**src/rtl/muldiv_unit_if.sv**
```systemverilog
// Bus bundle for muldiv_unit: operation request, MTHI/MTLO writes, status and HI/LO.
interface muldiv_unit_if #(
  parameter int WIDTH = 32
);
  logic             start;
  logic [1:0]       op;
  logic [WIDTH-1:0] a;
  logic [WIDTH-1:0] b;
  logic             hi_we;
  logic             lo_we;
  logic [WIDTH-1:0] wdata;
  logic             busy;
  logic             done;
  logic             div_by_zero;
  logic [WIDTH-1:0] hi;
  logic [WIDTH-1:0] lo;

  // Requester side (CPU pipeline or testbench)
  modport master (
    output start, op, a, b, hi_we, lo_we, wdata,
    input  busy, done, div_by_zero, hi, lo
  );

  // Unit side
  modport slave (
    input  start, op, a, b, hi_we, lo_we, wdata,
    output busy, done, div_by_zero, hi, lo
  );
endinterface

```
**src/rtl/muldiv_unit.sv**
```systemverilog
// Iterative multiply/divide unit with HI/LO result registers.
// One shift-add (multiply) or restoring shift-subtract (divide) step per cycle.
// Signed operations work on magnitudes and fix the signs in a final cycle.
module muldiv_unit #(
  parameter int WIDTH = 32
) (
  input  logic         clk,
  input  logic         rst,
  muldiv_unit_if.slave bus
);

  localparam int CW = (WIDTH > 1) ? $clog2(WIDTH) : 1;

  typedef enum logic [1:0] {
    IDLE = 2'd0,
    PREP = 2'd1,
    ITER = 2'd2,
    FIX  = 2'd3
  } state_t;

  state_t           state_r;
  logic             busy_r;
  logic             done_r;
  logic             dbz_r;
  logic [WIDTH-1:0] hi_r;
  logic [WIDTH-1:0] lo_r;

  // Operation latched at start; a_r/b_r keep the raw operands for the special cases
  logic [1:0]       op_r;
  logic [WIDTH-1:0] a_r;
  logic [WIDTH-1:0] b_r;

  // Datapath: opnd_r is multiplicand or divisor magnitude.
  // Multiply: {acc_hi_r, acc_lo_r} is the shifting product, acc_lo_r starts as multiplier.
  // Divide:   acc_hi_r is the partial remainder, acc_lo_r shifts dividend out / quotient in.
  logic [WIDTH-1:0] opnd_r;
  logic [WIDTH-1:0] acc_hi_r;
  logic [WIDTH-1:0] acc_lo_r;
  logic [CW-1:0]    cnt_r;
  logic             neg_q_r;   // product or quotient must be negated
  logic             neg_r_r;   // remainder must be negated (dividend was negative)

  logic             is_div_s;
  logic             is_signed_s;
  logic             sign_a_s;
  logic             sign_b_s;

  logic [WIDTH:0]   mul_sum_s;
  logic [WIDTH:0]   div_part_s;
  logic [WIDTH+1:0] div_diff_s;
  logic [WIDTH-1:0] step_hi_s;
  logic [WIDTH-1:0] step_lo_s;

  logic [2*WIDTH-1:0] prod_s;
  logic [2*WIDTH-1:0] prod_fix_s;
  logic [WIDTH-1:0]   quo_fix_s;
  logic [WIDTH-1:0]   rem_fix_s;
  logic               div0_s;
  logic               ovf_s;
  logic [WIDTH-1:0]   res_hi_s;
  logic [WIDTH-1:0]   res_lo_s;
  logic               res_dbz_s;

  // Magnitude of x when treated as signed; most-negative maps to 2^(WIDTH-1) unsigned
  function automatic logic [WIDTH-1:0] abs_val(input logic [WIDTH-1:0] x, input logic sgn);
    if (sgn && x[WIDTH-1]) begin
      abs_val = -x;
    end else begin
      abs_val = x;
    end
  endfunction

  assign is_div_s    = op_r[1];
  assign is_signed_s = op_r[0];
  assign sign_a_s    = is_signed_s & a_r[WIDTH-1];
  assign sign_b_s    = is_signed_s & b_r[WIDTH-1];

  // One iteration step of the selected algorithm
  always_comb begin
    mul_sum_s  = {1'b0, acc_hi_r} + (acc_lo_r[0] ? {1'b0, opnd_r} : {(WIDTH+1){1'b0}});
    div_part_s = {acc_hi_r, acc_lo_r[WIDTH-1]};
    div_diff_s = {1'b0, div_part_s} - {2'b00, opnd_r};
    step_hi_s  = acc_hi_r;
    step_lo_s  = acc_lo_r;
    if (is_div_s) begin
      if (div_diff_s[WIDTH+1]) begin
        // Borrow: restore, quotient bit 0
        step_hi_s = div_part_s[WIDTH-1:0];
        step_lo_s = {acc_lo_r[WIDTH-2:0], 1'b0};
      end else begin
        step_hi_s = div_diff_s[WIDTH-1:0];
        step_lo_s = {acc_lo_r[WIDTH-2:0], 1'b1};
      end
    end else begin
      step_hi_s = mul_sum_s[WIDTH:1];
      step_lo_s = {mul_sum_s[0], acc_lo_r[WIDTH-1:1]};
    end
  end

  // Sign correction and special-case selection of the final HI/LO values
  always_comb begin
    prod_s     = {acc_hi_r, acc_lo_r};
    prod_fix_s = neg_q_r ? -prod_s : prod_s;
    quo_fix_s  = neg_q_r ? -acc_lo_r : acc_lo_r;
    rem_fix_s  = neg_r_r ? -acc_hi_r : acc_hi_r;
    div0_s     = (b_r == {WIDTH{1'b0}});
    ovf_s      = is_signed_s && (a_r == {1'b1, {(WIDTH-1){1'b0}}}) && (b_r == {WIDTH{1'b1}});
    res_hi_s   = {WIDTH{1'b0}};
    res_lo_s   = {WIDTH{1'b0}};
    res_dbz_s  = 1'b0;
    if (!is_div_s) begin
      res_hi_s = prod_fix_s[2*WIDTH-1:WIDTH];
      res_lo_s = prod_fix_s[WIDTH-1:0];
    end else if (div0_s) begin
      res_hi_s  = a_r;
      res_lo_s  = {WIDTH{1'b1}};
      res_dbz_s = 1'b1;
    end else if (ovf_s) begin
      res_hi_s = {WIDTH{1'b0}};
      res_lo_s = a_r;
    end else begin
      res_hi_s = rem_fix_s;
      res_lo_s = quo_fix_s;
    end
  end

  // Control FSM with datapath registers and registered status/result outputs
  always_ff @(posedge clk) begin
    if (rst) begin
      state_r  <= IDLE;
      busy_r   <= 1'b0;
      done_r   <= 1'b0;
      dbz_r    <= 1'b0;
      hi_r     <= {WIDTH{1'b0}};
      lo_r     <= {WIDTH{1'b0}};
      op_r     <= 2'b00;
      a_r      <= {WIDTH{1'b0}};
      b_r      <= {WIDTH{1'b0}};
      opnd_r   <= {WIDTH{1'b0}};
      acc_hi_r <= {WIDTH{1'b0}};
      acc_lo_r <= {WIDTH{1'b0}};
      cnt_r    <= {CW{1'b0}};
      neg_q_r  <= 1'b0;
      neg_r_r  <= 1'b0;
    end else begin
      done_r <= 1'b0;
      dbz_r  <= 1'b0;
      case (state_r)
        IDLE: begin
          if (bus.hi_we) begin
            hi_r <= bus.wdata;
          end
          if (bus.lo_we) begin
            lo_r <= bus.wdata;
          end
          if (bus.start) begin
            op_r    <= bus.op;
            a_r     <= bus.a;
            b_r     <= bus.b;
            busy_r  <= 1'b1;
            state_r <= PREP;
          end
        end
        PREP: begin
          acc_hi_r <= {WIDTH{1'b0}};
          cnt_r    <= CW'(WIDTH - 1);
          neg_q_r  <= sign_a_s ^ sign_b_s;
          if (is_div_s) begin
            acc_lo_r <= abs_val(a_r, is_signed_s);
            opnd_r   <= abs_val(b_r, is_signed_s);
            neg_r_r  <= sign_a_s;
          end else begin
            acc_lo_r <= abs_val(b_r, is_signed_s);
            opnd_r   <= abs_val(a_r, is_signed_s);
            neg_r_r  <= 1'b0;
          end
          state_r <= ITER;
        end
        ITER: begin
          acc_hi_r <= step_hi_s;
          acc_lo_r <= step_lo_s;
          if (cnt_r == {CW{1'b0}}) begin
            state_r <= FIX;
          end else begin
            cnt_r <= cnt_r - {{(CW-1){1'b0}}, 1'b1};
          end
        end
        FIX: begin
          hi_r    <= res_hi_s;
          lo_r    <= res_lo_s;
          dbz_r   <= res_dbz_s;
          done_r  <= 1'b1;
          busy_r  <= 1'b0;
          state_r <= IDLE;
        end
        default: begin
          busy_r  <= 1'b0;
          state_r <= IDLE;
        end
      endcase
    end
  end

  assign bus.busy        = busy_r;
  assign bus.done        = done_r;
  assign bus.div_by_zero = dbz_r;
  assign bus.hi          = hi_r;
  assign bus.lo          = lo_r;

endmodule

```
**src/flat_wrapper.sv**
```systemverilog
// flat-port wrapper written by rule: the top's interface ports become plain ports
module muldiv_unit_flat 
#(
  parameter int WIDTH = 32
)
  (clk, rst, bus_start, bus_op, bus_a, bus_b, bus_hi_we, bus_lo_we, bus_wdata, bus_busy, bus_done, bus_div_by_zero, bus_hi, bus_lo);
  muldiv_unit_if #(.WIDTH(WIDTH)) bus_i ();
  input  logic clk;
  input  logic rst;
  input wire logic [$bits(bus_i.start)-1:0] bus_start;
  input wire logic [$bits(bus_i.op)-1:0] bus_op;
  input wire logic [$bits(bus_i.a)-1:0] bus_a;
  input wire logic [$bits(bus_i.b)-1:0] bus_b;
  input wire logic [$bits(bus_i.hi_we)-1:0] bus_hi_we;
  input wire logic [$bits(bus_i.lo_we)-1:0] bus_lo_we;
  input wire logic [$bits(bus_i.wdata)-1:0] bus_wdata;
  output wire logic [$bits(bus_i.busy)-1:0] bus_busy;
  output wire logic [$bits(bus_i.done)-1:0] bus_done;
  output wire logic [$bits(bus_i.div_by_zero)-1:0] bus_div_by_zero;
  output wire logic [$bits(bus_i.hi)-1:0] bus_hi;
  output wire logic [$bits(bus_i.lo)-1:0] bus_lo;
  assign bus_i.start = bus_start;
  assign bus_i.op = bus_op;
  assign bus_i.a = bus_a;
  assign bus_i.b = bus_b;
  assign bus_i.hi_we = bus_hi_we;
  assign bus_i.lo_we = bus_lo_we;
  assign bus_i.wdata = bus_wdata;
  assign bus_busy = bus_i.busy;
  assign bus_done = bus_i.done;
  assign bus_div_by_zero = bus_i.div_by_zero;
  assign bus_hi = bus_i.hi;
  assign bus_lo = bus_i.lo;
  muldiv_unit #(.WIDTH(WIDTH)) u_core (.clk(clk), .rst(rst), .bus(bus_i));
endmodule
```
**config.mk**
```make
export PLATFORM = sky130hd
export DESIGN_NAME = muldiv_unit_flat
export DESIGN_NICKNAME = d
export VERILOG_FILES = /design/src/rtl/muldiv_unit_if.sv /design/src/rtl/muldiv_unit.sv /design/src/flat_wrapper.sv
export SDC_FILE = /design/constraint.sdc
export NUM_CORES = 1
export LEC_CHECK = 0
export CORE_MARGIN = 1.5
export CORE_UTILIZATION = 35
export DETAILED_ROUTE_END_ITERATION = 8
export GPL_TIMING_DRIVEN = 1
export PLACE_DENSITY = 0.51
export SETUP_SLACK_MARGIN = 0.5
export SKIP_LAST_GASP = 1
export SLEW_MARGIN = 10
export SYNTH_ARGS = -nofsm -noshare
export SYNTH_HDL_FRONTEND = slang
export SYNTH_SLANG_ARGS = --single-unit
```
**constraint.sdc**
```tcl
create_clock -name clk -period 4.1 [get_ports clk]
set_input_delay 0.82 -clock clk [delete_from_list [all_inputs] [get_ports clk]]
set_output_delay 0.82 -clock clk [all_outputs]
set_load 0.005 [all_outputs]
```
==> results_dict.tcl, run 1 <==
set metrics [dict create \
    powerDensity_mw_per_mm2 627.0 \
    startpoint_type "register" \
    tightest_slew_ns 1.179 \
    clock_latency_ns 0.61 \
    vias_per_cell 5.881 \
    drc 0 \
    synth_nets 2606 \
    min_delay_path_depth 2 \
    io_buffers 169 \
    fin_crit_ns 3.528 \
    slowest_delay_ns 0.59 \
    syn_area_mm2 0.01795 \
    cts_tree "built" \
    syn2layout_area_growth_pct 20.27 \
    routed_wl_um 76070 \
    drive_above_1_share 0.08255 \
    fmax_ghz 0.2834 \
    ys_seq_elements 238 \
    rrSetupSlack_ns 0.57 \
    ys_warn_count 0 \
    worst_ep_required_time_ns 4.57 \
    rsz0062_at_grt "yes" \
    rr_worst_depth 8 \
    hp-class "reg -> reg" \
    synth_cells 2426 \
    num_io_pins 170 \
    final-hold-violation-count 0 \
    n_antenna_cell 0 \
    place.gp.congestion 0.9638 \
    synth-seq-area-share 0.2655 \
    final_cell_mix "nand2_1, nor2_1, a21oi_1" \
    num-nets-final 2702 \
    antenna_found_initial 0 \
    grt_pass1_wl_um 113200 \
    final_antenna_net_count 0 \
    cp_max_fo 8 \
    critical_path_cell_count 8 \
    clock_path_buffers 3 \
    final.setup.tns_ns 0 \
    async_flop_share 0 \
    path_class "reg -> reg" \
    avgSynthCellArea_um2 7.397 \
    num_rows 82 \
    grt_overflow_total 0 \
    ys.flop_type "dfxtp_1" \
    relSlewSlack 0.2130 \
    worstPathArrival_ns 4.00 \
    worstReg2RegEnd "u_core.bus.hi[19]$_SDFFE_PP0P_" \
    min_period_over_period 0.8605 \
    synth-edff-count 0 \
    dpl.hpwl_um 58630 \
    final_common_cell "nand2_1" \
    critPathCapture "u_core.bus.hi[19]$_SDFFE_PP0P_" \
    slew_violations 0 \
    ir_drop_mv 0.3894 \
    drt_iter0_drc 1957 \
    grt_pass1_vias 17780 \
    cts-htree-levels 1 \
    worst_clock_skew_ns 0.02135 \
    nFillCells 5174 \
    cp_num_buf_inv 0 \
    drv_cap 0 \
    r2r_start "u_core.acc_lo_r[20]$_SDFFE_PP0P_" \
    path_cells "or4_4, or4_4, or4_4, or3_4, o41ai_2, xnor2_1, o211ai_1, o21ai_1" \
    slowest_stage "or4_4" \
    critPathMostFrequentCell "or4_4" \
    ys_types 72 \
    status "finished, final reports clean" \
    start_util 0.3562 \
    die_x_um 229.4 \
    die-area_mm2 0.05264 \
    cp-end-kind "register" \
    core_mm2 0.05038 \
    leakage_nw 8.528 \
    crit_family "simple AND/OR/NAND/NOR gates" \
    clockRootBuffer "clkbuf_16" \
    startpoint "u_core.acc_lo_r[20]$_SDFFE_PP0P_" \
    track_usage 0.2793 \
    vias 18910 \
    dr.pass1.iters 6 \
    cts_sinks 238 \
    die_h_um 229.4 \
    setup_viol 0 \
    grt_max_degree 70 \
    cts_buffers 31 \
    wire_per_inst_um 23.65 \
    clkTransAtPathRegs_ns 0.06 \
    power_mw 13.53 \
]
## kinds of logic (layout without fill, tap and decap cells)
family	after synthesis	in the layout	share of synthesized area
compound gates	692	692	0.2446
fa+ha+maj	77	77	0.05452
flops	238	238	0.2655
simple gates	888	888	0.2242
xor+xnor	196	196	0.09566
mux	81	81	0.06108
buf+inv	254	372	0.05445
## area by class of cell
class / instances / area (um^2) / area share
repair buffers: 250 / 2356 / 0.1092
flip-flops and latches: 238 / 4776 / 0.2213
clock buffers: 42 / 897.1 / 0.04157
multi-input cells: 1934 / 12290 / 0.5693
well taps: 672 / 840.8 / 0.03896
inverters: 67 / 255.2 / 0.01183
clock inverters: 13 / 170.2 / 0.007884
## worst min path at each step
stage          slack [ns]                      startpoint                              to
3_3_place_gp         0.43  u_core.bus.hi[27]$_SDFFE_PP0P_  u_core.bus.hi[27]$_SDFFE_PP0P_
3_5_place_dp         0.43  u_core.bus.hi[27]$_SDFFE_PP0P_  u_core.bus.hi[27]$_SDFFE_PP0P_
2_1_floorplan        0.43    u_core.cnt_r[0]$_SDFFE_PP0P_    u_core.cnt_r[0]$_SDFFE_PP0P_
4_1_cts              0.44  u_core.bus.hi[27]$_SDFFE_PP0P_  u_core.bus.hi[27]$_SDFFE_PP0P_
5_1_grt              0.44  u_core.bus.hi[27]$_SDFFE_PP0P_  u_core.bus.hi[27]$_SDFFE_PP0P_
6_report             0.43  u_core.bus.hi[27]$_SDFFE_PP0P_  u_core.bus.hi[27]$_SDFFE_PP0P_
## Yosys cell counts, types with 33 or more instances
cell type | n | area (um^2)
nand2_1 | 340 | 1276
nor2_1 | 263 | 987.2
a21oi_1 | 246 | 1231
dfxtp_1 | 238 | 4765
clkbuf_1 | 164 | 615.6
o21ai_0 | 135 | 675.7
xor2_1 | 120 | 1051
xnor2_1 | 76 | 665.6
ha_1 | 75 | 938.4
inv_1 | 67 | 251.5
nor3_1 | 53 | 265.3
mux2i_1 | 51 | 510.5
o211ai_1 | 48 | 360.4
o221ai_1 | 38 | 332.8
nand2b_1 | 37 | 231.5
a21o_1 | 35 | 262.8
nand4_1 | 34 | 212.7
o31ai_1 | 33 | 247.7
## state kept, by name, summed over array words and instances, names as in the netlist
name	flops
u_core.acc_lo_r	32
u_core.neg_q_r	1
u_core.b_r	32
u_core.bus.done	1
u_core.bus.hi	32
u_core.neg_r_r	1
u_core.opnd_r	32
u_core.op_r	2
u_core.acc_hi_r	32
u_core.a_r	32
u_core.cnt_r	5
u_core.state_r	2
u_core.bus.lo	32
u_core.bus.div_by_zero	1
u_core.bus.busy	1
## what timing repair did
| item | CTS | global route |
|---|---|---|
| endpoints found under the hold margin | 0 | 0 |
| setup endpoints to repair | 0 | 60 |
| hold buffers | 0 | 0 |
| resized for setup | 0 | 20 |
| setup buffers | 0 | 7 |
## power breakdown
group / leakage [nW] / switching [mW] / internal, mW
clock: 0.520 / 1.15 / 1.72
sequential: 1.95 / 0.653 / 2.77
combinational: 6.06 / 4.38 / 2.86
total: 8.53 / 6.19 / 7.35
## through the flow
stage	area [um^2]	std cells	hold WS, ns	utilization	worst slack [ns]
floorplan	17950	2426	0.4256	-	0.8328
global placement	20370	3153	0.4270	0.4043	0.5670
detailed placement	20370	3153	0.4303	0.4043	0.5421
CTS	21440	3208	0.4385	0.4255	0.5210
global route	21580	3216	0.4428	0.4284	0.3888
finish	21580	3216	0.4335	0.4284	0.5719
## tightest hold or removal path: stages, from the launching register on
cell	delay [ns]
dfxtp_1	0.31
nand2_1	0.05
nand2_1	0.04
## metal layers
metal,track usage,part of all wire
met3,0.02751,0.068
met5,0,0
met4,0.08326,0.032
met1,0.4034,0.46
met2,0.4363,0.44
(Power assumes the default switching activity.)
==> run 2, diff against run 1 <==
--- a/config.mk
+++ b/config.mk
@@ -5,11 +5,13 @@
 export SDC_FILE = /design/constraint.sdc
 export NUM_CORES = 1
 export LEC_CHECK = 0
+export CELL_PAD_IN_SITES_DETAIL_PLACEMENT = 1
+export CELL_PAD_IN_SITES_GLOBAL_PLACEMENT = 2
 export CORE_MARGIN = 1.5
-export CORE_UTILIZATION = 35
+export CORE_UTILIZATION = 31
 export DETAILED_ROUTE_END_ITERATION = 8
 export GPL_TIMING_DRIVEN = 1
-export PLACE_DENSITY = 0.51
+export PLACE_DENSITY = 0.76
 export SETUP_SLACK_MARGIN = 0.5
 export SKIP_LAST_GASP = 1
 export SLEW_MARGIN = 10
==> constraint.sdc (replaced) <==
create_clock -name clk -period 3.15 [get_ports clk]
set_input_delay 0.63 -clock clk [delete_from_list [all_inputs] [get_ports clk]]
set_output_delay 0.63 -clock clk [all_outputs]
set_load 0.005 [all_outputs]
==> run 2 against run 1 <==
  * First-iteration DRC count decreased by 27%
  * Design area increased by 24%
  * Hold slack got worse by 0.0058 ns
  * Largest power group unchanged
  * Sequential share of layout area decreased by 4.1 points
  * Critical path depth increased by 6
  * Total power increased by 66%
  * Sequential cell count unchanged
  * Combinational power increased by 99%
==> results_dict.tcl, run 2 (synthesized netlist as in run 1, its figures left out) <==
set metrics [dict create \
    cts_tree "built" \
    cp-end-kind "register" \
    drt_iter0_drc 1428 \
    worstPathArrival_ns 3.60 \
    drive_above_1_share 0.3098 \
    critPathCapture "u_core.acc_hi_r[29]$_SDFFE_PP0P_" \
    status "finished, final reports clean" \
    n_antenna_cell 0 \
    rsz0062_at_grt "yes" \
    grt_max_degree 74 \
    vias 20550 \
    place.gp.congestion 0.9488 \
    hp-class "in -> reg" \
    num-nets-final 2977 \
    antenna_found_initial 3 \
    cts-htree-levels 1 \
    worst_ep_required_time_ns 3.64 \
    slew_violations 0 \
    io_buffers 169 \
    die-area_mm2 0.05934 \
    vias_per_cell 5.730 \
    grt_pass1_vias 20670 \
    wire_per_inst_um 24.85 \
    leakage_nw 10.58 \
    r2r_start "u_core.acc_lo_r[0]$_SDFFE_PP0P_" \
    routed_wl_um 89110 \
    tightest_slew_ns 1.196 \
    clock_latency_ns 0.61 \
    core_mm2 0.05748 \
    grt_pass1_wl_um 129500 \
    dpl.hpwl_um 65600 \
    relSlewSlack 0.2029 \
    min_period_over_period 0.9883 \
    startpoint_type "register" \
    powerDensity_mw_per_mm2 839.3 \
    die_x_um 243.6 \
    worst_clock_skew_ns 0.01438 \
    startpoint "u_core.acc_lo_r[0]$_SDFFE_PP0P_" \
    cp_max_fo 7 \
    worstReg2RegEnd "u_core.acc_hi_r[29]$_SDFFE_PP0P_" \
    fmax_ghz 0.3212 \
    clock_path_buffers 3 \
    num_io_pins 170 \
    num_rows 88 \
    regArea_mm2 0.004832 \
    postCtsHoldBufs 0 \
    drc 0 \
    rrSetupSlack_ns 0.04 \
    final-hold-violation-count 0 \
    ir_drop_mv 0.4532 \
    fin_hold_ws_ns 0.4277 \
    path_class "reg -> reg" \
    grt_overflow_total 0 \
    die_h_um 243.6 \
    clockRootBuffer "clkbuf_16" \
    min_delay_path_depth 2 \
    nFillCells 6782 \
    drv_cap 0 \
    final_antenna_net_count 0 \
    syn2layout_area_growth_pct 49.44 \
    clkTransAtPathRegs_ns 0.07 \
    setup_viol 0 \
    utilization 0.4666 \
    final_cell_mix "nand2_1, buf_4, nor2_1" \
    track_usage 0.2824 \
    dr.pass1.iters 5 \
    start_util 0.3122 \
    fin_crit_ns 3.113 \
    cts_buffers 31 \
    rr_worst_depth 14 \
    final_common_cell "nand2_1" \
    cts_sinks 238 \
    multi_input_comb_area_mm2 0.01481 \
]
-- run 2: worst max-delay path: stages (launching register included) --
cell and delay, ns:
dfxtp_4 0.42, buf_12 0.13, inv_12 0.04, nor2_4 0.08, ha_4 0.22, a21o_1 0.21
a21o_1 0.16, a221o_1 0.36, a31oi_4 0.17, o211ai_1 0.17, a41oi_2 0.31, nand2_2 0.20
a211oi_2 0.24, xor2_1 0.21, o21ai_1 0.08
-- run 2: power breakdown --
group	switching [mW]	internal, mW	total [mW]	leakage (nW)
clock	1.53	2.35	3.88	0.547
sequential	0.618	3.62	4.23	1.96
combinational	7.97	6.43	14.4	8.07
-- run 2: worst min-delay path by stage --
stage,start,to,slack [ns]
6_report,rst,u_core.bus.lo[27]$_SDFFE_PP0P_,0.43
2_1_floorplan,u_core.cnt_r[0]$_SDFFE_PP0P_,u_core.cnt_r[0]$_SDFFE_PP0P_,0.43
3_5_place_dp,u_core.bus.hi[20]$_SDFFE_PP0P_,u_core.bus.hi[20]$_SDFFE_PP0P_,0.44
3_3_place_gp,u_core.bus.hi[20]$_SDFFE_PP0P_,u_core.bus.hi[20]$_SDFFE_PP0P_,0.43
5_1_grt,rst,u_core.bus.lo[27]$_SDFFE_PP0P_,0.40
4_1_cts,rst,u_core.bus.lo[30]$_SDFFE_PP0P_,0.40
-- run 2: layer usage --
layer / wire [um] / vias to the layer above / GRT usage / share of wire
met5: 11 / - / 0 / 0.00012
met3: 5668 / 201 / 0.03580 / 0.064
met4: 3870 / 2 / 0.09405 / 0.043
li1: - / 9388 / - / -
met1: 38690 / 10170 / 0.3830 / 0.43
met2: 40860 / 786 / 0.4615 / 0.46
-- run 2: through the flow --
step	total power, mW	TNS, ns	setup slack [ns]	area (um^2)	std cells
2_1_floorplan	10.61	0	0.2282	18540	2426
3_3_place_gp	14.50	-0.2420	-0.1716	22000	3381
3_5_place_dp	14.73	-0.2724	-0.07338	22000	3381
4_1_cts	21.27	0	0.03509	25440	3533
5_1_grt	23.54	-0.4557	-0.08416	26820	3586
6_report	22.51	0	0.03698	26820	3586
-- run 2: layout make-up --
cell class / count / area share
multi-input combinational: 1935 / 0.5522
timing repair buffer: 523 / 0.1804
sequential: 238 / 0.1802
tap: 765 / 0.03569
clock buffer: 37 / 0.03205
inverter: 67 / 0.009891
clock inverter: 20 / 0.009004
timing repair inverter: 1 / 0.0006065
-- run 2: timing repair --
item / 4_1_cts / 5_1_grt
setup endpoints to repair: 135 / 144
pin swaps: 213 / 201
setup buffers: 88 / 52
resized for setup: 356 / 219
cloned: 7 / 1
==> run 3, diff against run 2 <==
--- a/config.mk
+++ b/config.mk
@@ -7,11 +7,12 @@
 export LEC_CHECK = 0
 export CELL_PAD_IN_SITES_DETAIL_PLACEMENT = 1
 export CELL_PAD_IN_SITES_GLOBAL_PLACEMENT = 2
-export CORE_MARGIN = 1.5
+export CORE_MARGIN = 2
 export CORE_UTILIZATION = 31
 export DETAILED_ROUTE_END_ITERATION = 8
 export GPL_TIMING_DRIVEN = 1
 export PLACE_DENSITY = 0.76
+export RECOVER_POWER = 25
 export SETUP_SLACK_MARGIN = 0.5
 export SKIP_LAST_GASP = 1
 export SLEW_MARGIN = 10
==> run 3 against run 2 <==
  * The flow now finishes with violations (negative setup slack)
  * Core utilization grew 0.28 points
  * Die area rose by 0.82%
  * Clock-buffer cell count rose by 10
==> results_dict.tcl, run 3 (synthesized netlist as in run 1, its figures left out) <==
set metrics [dict create \
    status "finished, violations left" \
    failed_checks "negative setup slack" \
    die_x_um 244.6 \
    num_rows 88 \
    drc 0 \
    setup_viol 11 \
    start_util 0.3122 \
    worstReg2RegEnd "u_core.bus.hi[19]$_SDFFE_PP0P_" \
    postCtsHoldBufs 0 \
    tightest_slew_ns 1.364 \
    ir_drop_mv 0.6436 \
    hp-class "reg -> reg" \
    worst_clock_skew_ns 0.03622 \
    worst_slack_ns -0.1329 \
    rr_worst_depth 8 \
    clock_latency_ns 0.56 \
    clkTransAtPathRegs_ns 0.06 \
    final_antenna_net_count 0 \
    drv_cap 0 \
    final_cell_mix "nand2_1, buf_4, nor2_1" \
    antenna_found_initial 2 \
    clock_path_buffers 3 \
    rrSetupSlack_ns -0.13 \
    path_class "reg -> reg" \
    num_io_pins 170 \
    utilization 0.4694 \
    cts-htree-levels 2 \
    die_h_um 244.6 \
    core_mm2 0.05748 \
    r2r_start "u_core.acc_lo_r[23]$_SDFFE_PP0P_" \
    vias_per_cell 5.718 \
    grt_max_degree 69 \
    cts_buffers 34 \
    die-area_mm2 0.05983 \
    n_antenna_cell 0 \
    io_buffers 169 \
    cp_max_fo 3 \
    placed_cells 3397 \
    rsz0062_at_grt "yes" \
    startpoint "u_core.acc_lo_r[23]$_SDFFE_PP0P_" \
    relSlewSlack 0.07859 \
    vias 20550 \
    cts_sinks 238 \
    drive_above_1_share 0.3093 \
    routed_wl_um 91160 \
    leakage_nw 10.61 \
    cts_tree "built" \
    place.gp.congestion 0.9438 \
    min_period_over_period 1.042 \
    dr.pass1.iters 5 \
    worst_ep_required_time_ns 3.56 \
    clockRootBuffer "clkbuf_16" \
    cp-end-kind "register" \
    powerDensity_mw_per_mm2 851.0 \
    critPathCapture "u_core.bus.hi[19]$_SDFFE_PP0P_" \
    fmax_ghz 0.3046 \
    syn2layout_area_growth_pct 50.32 \
    drt_iter0_drc 1336 \
    fin_crit_ns 3.283 \
    worstPathArrival_ns 3.69 \
    num-nets-final 2985 \
    startpoint_type "register" \
    final-hold-violation-count 0 \
    final_common_cell "nand2_1" \
    final.setup.tns_ns -0.4450 \
    slew_violations 0 \
    fin_cells 3594 \
    grt_pass1_wl_um 132900 \
    wire_per_inst_um 25.36 \
    dpl.hpwl_um 66770 \
    track_usage 0.2895 \
    nFillCells 6744 \
    grt_pass1_vias 20890 \
    grt_overflow_total 0 \
]
==> run 3: cell count changes in the layout (fill, tap and decap cells not counted), sizes merged <==
cell / before / now
bufinv: 5 / 2
clkinv: 12 / 7
buf: 354 / 356
clkbuf: 38 / 51
clkinvlp: 3 / 2
inv: 68 / 70
nand2b: 38 / 37
bufbuf: 0 / 1
dlygate4sd3: 0 / 20
clkdlybuf4s50: 168 / 148
==> run 3: where the power goes <==
part / switching [mW] / internal (mW)
logic: 8.12 / 6.77
clock network: 1.59 / 2.26
registers: 0.599 / 3.62
total: 10.3 / 12.7
==> run 3: routing by layer <==
metal,share of wire,vias up,track usage
li1,-,9418,-
met4,0.045,2,0.1191
met5,0.00014,-,0
met3,0.058,183,0.03457
met2,0.45,716,0.4579
met1,0.44,10230,0.3978
==> run 3: cell type report <==
type	instances	area, um^2	area share
multi-input combinational	1934	14890	0.5519
timing repair buffer	529	4954	0.1836
sequential	238	4830	0.1790
tap	765	957.2	0.03548
clock buffer	47	940.9	0.03488
inverter	67	264.0	0.009786
clock inverter	13	135.1	0.005009
timing repair inverter	1	8.758	0.0003247
==> run 3: stage by stage <==
step / setup WS, ns / hold WS (ns) / area [um^2] / total power [mW]
4_1_cts: -0.03635 / 0.4458 / 25270 / 21.31
3_5_place_dp: -0.2290 / 0.4375 / 22160 / 14.88
6_report: -0.1329 / 0.4393 / 26980 / 22.96
5_1_grt: -0.1983 / 0.4762 / 26980 / 24.02
3_3_place_gp: -0.2350 / 0.4319 / 22160 / 14.64
2_1_floorplan: 0.2282 / 0.4256 / 18540 / 10.61
==> run 3: worst min-delay path by stage <==
stage                                    from                        endpoint  cells after the start
2_1_floorplan    u_core.cnt_r[0]$_SDFFE_PP0P_    u_core.cnt_r[0]$_SDFFE_PP0P_                      1
3_3_place_gp   u_core.bus.hi[20]$_SDFFE_PP0P_  u_core.bus.hi[20]$_SDFFE_PP0P_                      2
3_5_place_dp   u_core.bus.hi[23]$_SDFFE_PP0P_  u_core.bus.hi[23]$_SDFFE_PP0P_                      2
4_1_cts        u_core.bus.hi[23]$_SDFFE_PP0P_  u_core.bus.hi[23]$_SDFFE_PP0P_                      2
5_1_grt         u_core.bus.hi[5]$_SDFFE_PP0P_   u_core.bus.hi[5]$_SDFFE_PP0P_                      2
6_report       u_core.bus.hi[23]$_SDFFE_PP0P_  u_core.bus.hi[23]$_SDFFE_PP0P_                      2
==> run 3: timing repair <==
action / 4_1_cts / 5_1_grt
endpoints found under the setup margin: 133 / 132
gates resized for setup: 305 / 276
gates cloned: 7 / 3
pin swaps: 160 / 212
setup buffers: 77 / 50
==> run 3: critical path: stages, from the launching register on <==
cell and delay, ns:
dfxtp_2 0.32, or4_4 0.53, or4_4 0.51, or4_4 0.47, or3_4 0.38, o41ai_4 0.22
xnor2_1 0.10, o211ai_1 0.48, o21ai_1 0.14
